`config.mk`:
```
export PLATFORM = sky130hd
export DESIGN_NAME = alu_wb_stage
export DESIGN_NICKNAME = d
export VERILOG_FILES = /design/src/rtl/jacaranda_pkg.sv /design/src/rtl/wb_fifo.sv /design/src/rtl/alu_wb_stage.sv
export SDC_FILE = /design/constraint.sdc
export NUM_CORES = 1
export LEC_CHECK = 0
export CAP_MARGIN = 10
export CORE_AREA = 3 3 91 93
export DETAILED_ROUTE_END_ITERATION = 12
export DIE_AREA = 0 0 94 96
export PLACE_DENSITY = 0.72
export SLEW_MARGIN = 25
export SYNTH_ARGS = -nofsm -noshare
export SYNTH_HDL_FRONTEND = slang
export SYNTH_SLANG_ARGS = --single-unit
```
`constraint.sdc`:
```
create_clock -name clock -period 6.9 [get_ports clock]
set_input_delay 1.38 -clock clock [delete_from_list [all_inputs] [get_ports clock]]
set_output_delay 1.38 -clock clock [all_outputs]
set_load 0.02 [all_outputs]
```
`src/rtl/jacaranda_pkg.sv`:
```
// Shared jacaranda-8 widths and the writeback queue entry layout.
package jacaranda_pkg;

  localparam int DATA_W     = 8;
  localparam int REG_ADDR_W = 2;
  localparam int NUM_REGS   = 4;

  localparam logic [3:0] ALU_CEQ = 4'b0111;

  localparam int WB_ENTRY_W = DATA_W + REG_ADDR_W + 1;

  typedef struct packed {
    logic [DATA_W-1:0]     data;
    logic [REG_ADDR_W-1:0] dst;
    logic                  is_flag;
  } wb_entry_t;

endpackage

```
`src/rtl/wb_fifo.sv`:
```
// Writeback result queue exposing every slot and its valid bit for forwarding.
// Latency: pushed entry visible on the outputs one edge after the push.
// Backpressure: caller must gate push with !full and pop with count != 0.
module wb_fifo
  import jacaranda_pkg::*;
#(
  parameter int DEPTH = 2,
  localparam int PTR_W = $clog2(DEPTH),
  localparam int CNT_W = PTR_W + 1
) (
  input  logic                        clock,
  input  logic                        reset,
  input  logic                        push,
  input  wb_entry_t                   push_dat,
  input  logic                        pop,
  output wb_entry_t [DEPTH-1:0]       entries,
  output logic      [DEPTH-1:0]       valid,
  output logic      [PTR_W-1:0]       head,
  output logic      [CNT_W-1:0]       count
);

  logic [PTR_W-1:0] tail;

  // Pointers are PTR_W bits wide, so wrap modulo DEPTH falls out of overflow.
  always_ff @(posedge clock) begin
    if (!reset) begin
      head  <= '0;
      tail  <= '0;
      count <= '0;
    end else begin
      if (push) begin
        entries[tail] <= push_dat;
        tail          <= tail + PTR_W'(1);
      end
      if (pop) begin
        head <= head + PTR_W'(1);
      end
      count <= count + CNT_W'(push) - CNT_W'(pop);
    end
  end

  always_comb begin
    valid = '0;
    for (int i = 0; i < DEPTH; i++) begin
      valid[i] = {1'b0, PTR_W'(PTR_W'(i) - head)} < count;
    end
  end

endmodule

```
`src/rtl/alu_wb_stage.sv`:
```
// ALU writeback: queues results, retires them to the 4x8 regfile or flag, forwards reads.
// Latency: queued result forwarded next cycle; retires >=1 cycle later, +1 per mem_we cycle.
// Backpressure: res_ready drops only when the queue is full; loads stall the drain.
module alu_wb_stage
  import jacaranda_pkg::*;
#(
  parameter int DEPTH = 2
) (
`ifdef USE_POWER_PINS
  inout  wire                         vccd1,
  inout  wire                         vssd1,
`endif
  input  logic                        clock,
  input  logic                        reset,
  input  logic                        res_valid,
  output logic                        res_ready,
  input  logic [DATA_W-1:0]           res_data,
  input  logic [REG_ADDR_W-1:0]       res_dst,
  input  logic                        res_is_flag,
  input  logic                        mem_we,
  input  logic [REG_ADDR_W-1:0]       mem_dst,
  input  logic [DATA_W-1:0]           mem_data,
  input  logic [REG_ADDR_W-1:0]       rd_addr,
  input  logic [REG_ADDR_W-1:0]       rs_addr,
  output logic [DATA_W-1:0]           rd_data,
  output logic [DATA_W-1:0]           rs_data,
  output logic                        flag,
  output logic [$clog2(DEPTH):0]      pending
);

  localparam int PTR_W = $clog2(DEPTH);
  localparam int CNT_W = PTR_W + 1;

  logic [DATA_W-1:0]         regs [NUM_REGS];
  logic                      flag_q;

  wb_entry_t                 push_entry;
  wb_entry_t [DEPTH-1:0]     entries;
  wb_entry_t                 head_entry;
  logic      [DEPTH-1:0]     valid;
  logic      [PTR_W-1:0]     head;
  logic                      push;
  logic                      drain;

  // Full check uses registered occupancy only, so a draining full queue still refuses.
  assign res_ready  = (pending != CNT_W'(DEPTH)) && reset;
  assign push       = res_valid && res_ready;
  assign drain      = (pending != '0) && !mem_we;
  assign push_entry = {res_data, res_dst, res_is_flag};
  assign head_entry = entries[head];

  wb_fifo #(.DEPTH(DEPTH)) u_fifo (
    .clock    (clock),
    .reset    (reset),
    .push     (push),
    .push_dat (push_entry),
    .pop      (drain),
    .entries  (entries),
    .valid    (valid),
    .head     (head),
    .count    (pending)
  );

  // Loads win the single write port; they are always older than queued ALU results.
  always_ff @(posedge clock) begin
    if (!reset) begin
      for (int i = 0; i < NUM_REGS; i++) begin
        regs[i] <= '0;
      end
      flag_q <= 1'b0;
    end else if (mem_we) begin
      regs[mem_dst] <= mem_data;
    end else if (drain) begin
      if (head_entry.is_flag) begin
        flag_q <= head_entry.data[0];
      end else begin
        regs[head_entry.dst] <= head_entry.data;
      end
    end
  end

  logic                 rd_hit, rs_hit, fl_hit;
  logic [DATA_W-1:0]    rd_fwd, rs_fwd;
  logic                 fl_fwd;
  logic [PTR_W-1:0]     idx;
  wb_entry_t            ent;

  // Walk oldest to youngest so the youngest matching entry is the last to win.
  always_comb begin
    rd_hit = 1'b0;
    rs_hit = 1'b0;
    fl_hit = 1'b0;
    rd_fwd = '0;
    rs_fwd = '0;
    fl_fwd = 1'b0;
    idx    = '0;
    ent    = '0;
    for (int k = 0; k < DEPTH; k++) begin
      idx = head + PTR_W'(k);
      ent = entries[idx];
      if (valid[idx]) begin
        if (ent.is_flag) begin
          fl_hit = 1'b1;
          fl_fwd = ent.data[0];
        end else begin
          if (ent.dst == rd_addr) begin
            rd_hit = 1'b1;
            rd_fwd = ent.data;
          end
          if (ent.dst == rs_addr) begin
            rs_hit = 1'b1;
            rs_fwd = ent.data;
          end
        end
      end
    end
  end

  assign rd_data = rd_hit ? rd_fwd :
                   (mem_we && (mem_dst == rd_addr)) ? mem_data : regs[rd_addr];
  assign rs_data = rs_hit ? rs_fwd :
                   (mem_we && (mem_dst == rs_addr)) ? mem_data : regs[rs_addr];
  assign flag    = fl_hit ? fl_fwd : flag_q;

endmodule

```
==> flow_metrics.tcl <==
set metrics [dict create \
    synth_edf_count 54 \
    async_reset_ff_frac 0 \
    tightest_slew_ps 946 \
    dp_hpwl_um 6650 \
    clock-skew-final_ps 5.05 \
    synth_warnings 0 \
    synthToLayoutAreaGrowth_pct 19.3 \
    drt-initial-drc-count 228 \
    cts_buffers 9 \
    grt_setup_unrepaired "false" \
    hold_buffers 0 \
    worstSkewPairLatency_ps 340 \
    max-vdd-ir-drop_mv 0.158 \
    hold_viol_final 0 \
    fin_nets 418 \
    via_count 2850 \
    ys_types 42 \
    critical_path_required_ps 5520 \
    synth-main-ff-cell "edfxtp_1" \
    avgSynthCellArea_um2 11.0 \
    yosysSeqAreaShare 0.457 \
    arrival_ps 4560 \
    firstDrtPassIters 8 \
    hold_path_depth 2 \
    synth_area_leader_cell "edfxtp_1" \
    dieArea_um2 9020 \
    synthesis.instances 343 \
    cts_root_buffer "clkbuf_8" \
    drt-wirelength-per-cell_um 18.3 \
    fmax_mhz 168 \
    slew_viol_final 0 \
    fin_cells 493 \
    cts_setup_buffers 0 \
    path_clk_slew_ps 70 \
    synthTopCellsByArea "edfxtp_1, mux4_2, mux2i_1" \
    h-tree-depth 3 \
    syn_area_um2 3770 \
    die_h_um 96 \
    grt_start_max_net_pins 37 \
    crit_fanout 19 \
    max_cap_violations 0 \
    drive_gt1_frac 0.125 \
    ys_ff_latch 59 \
    p_leak_uw 0.00167 \
    ff2ff_path_depth 6 \
    hp-class "flip-flop to flip-flop" \
    start_kind "input port" \
    dp_cells 478 \
    p_per_area_nw_per_um2 264 \
    grt_overflow 0 \
    clock-sinks 59 \
    tns_ps 0 \
    initial_utilization 0.496 \
    finalSetupViolCount 0 \
    via_per_inst 5.78 \
    cts_tree "done" \
    final_cell_area_um2 4500 \
    syn-num-nets 374 \
    dp_slack_ps 1040 \
    cts-resized-gates 0 \
    coreArea_um2 7610 \
    post-route-period-util 0.861 \
    ios 49 \
    postRouteAntennaNets 0 \
    fp-row-count 32 \
    worstSetupPathType "input port to output port" \
    postPlaceCellArea_um2 4320 \
    first_global_vias 2833 \
    clockBufferDepth 2 \
    grt_use_total 0.212 \
    yosysTopAreaCellShare 0.430 \
    route.detailed.drc 0 \
    die_width_um 94 \
    port_buffers 48 \
    relSlewSlack 0.368 \
    gp_congestion 0.844 \
    endpoint_kind "output port" \
    grt_pass1_wl_um 14200 \
    post-route-min-period_ps 5940 \
    diodes 0 \
    timing.final.ws_setup_ps 957 \
    outcome "complete, no violations" \
    routed_wirelength_um 9020 \
    antenna_found_initial 0 \
]
[per-stage QoR]
stage	utilization	hold WS [ps]	power, uW
floorplan	-	542	747
global placement	0.567	560	884
detailed placement	0.567	588	894
CTS	0.591	603	1190
global route	0.591	628	1250
finish	0.591	600	1190
[area by class of cell]
type / count / area (um2)
Fill cell: 657 / 3110
Sequential cell: 59 / 1720
Clock inverter: 6 / 57.6
Timing Repair Buffer: 52 / 510
Tap cell: 102 / 128
Multi-Input combinational cell: 252 / 1910
Clock buffer: 9 / 124
Inverter: 13 / 48.8
[per-layer routing]
metal  wire, um  global-route usage  share of wire
met5          0                   0              0
met4        131              0.0818          0.015
met3        623              0.0446          0.069
met2       4540               0.361           0.50
met1       3720               0.267           0.41
[flip-flops by register name (all words and copies together) (netlist names)]
register and flops:
u_fifo.count 2, regs 32, u_fifo.tail 1, flag_q 1, u_fifo.head 1, u_fifo.entries 22
[power breakdown]
part	total, uW	internal, uW	switching (uW)
clock network	298	162	136
logic	436	198	238
registers	452	423	29.0
[Yosys cell counts (2+ instances only)]
library cell  instances
and2_1                6
nand3_1              24
edfxtp_1             54
o31ai_1               8
buf_1                 2
mux2i_1              26
o211ai_1              6
o21a_1                6
mux2_2                5
o2bb2ai_1             5
o21ai_0               9
nor2b_1               7
clkbuf_1              7
buf_6                 2
nand2_1              34
o21ai_2               2
and3_1                7
mux2i_4               3
buf_2                 6
mux4_2               16
nand2b_1              3
o21bai_1              6
inv_1                13
xor2_1                7
o21ai_1               7
nor3_1                3
ha_1                  2
buf_4                 2
xnor2_1              10
nor2_1               39
dfxtp_1               5
[final timing paths]
| check | startpoint | to | slack [ps] |
|---|---|---|---|
| setup / recovery | rd_addr[1] | rd_data[3] | 960 |
| hold / removal | u_fifo.head | u_fifo.head | 600 |
| setup reg to reg | u_fifo.head | regs[0][0] | 4230 |
| hold reg to reg | u_fifo.head | u_fifo.head | 600 |
[cell families (layout without fill, tap and decap cells)]
family,after synthesis,in the layout,share of synthesized area
and+or+nand+nor,127,127,0.155
DFF,59,59,0.457
AOI/OAI and AO/OA,56,56,0.105
muxes,50,50,0.197
buffers and inverters,32,80,0.0398
xor gates and xnor gates,17,17,0.0395
adders and majority gates,2,2,0.00664
[cell usage in the layout (no fill, tap or decap), types with 7 or more instances in the layout]
cell / n
edfxtp_1: 54
clkdlybuf4s50_1: 48
nor2_1: 38
nand2_1: 34
mux2i_1: 26
nand3_1: 24
mux4_2: 16
inv_1: 13
xnor2_1: 10
o21ai_0: 9
clkbuf_8: 9
o31ai_1: 8
o21ai_1: 7
xor2_1: 7
nor2b_1: 7
and3_1: 7
[worst max-delay path, cell delays in order]
cell and delay, ps:
clkdlybuf4s50_1 780, xor2_1 300, o32ai_1 340, nand3_1 560
o211ai_1 350, and3_1 230, clkdlybuf4s50_1 610
No activity file was read; power rests on OpenSTA's default activity.
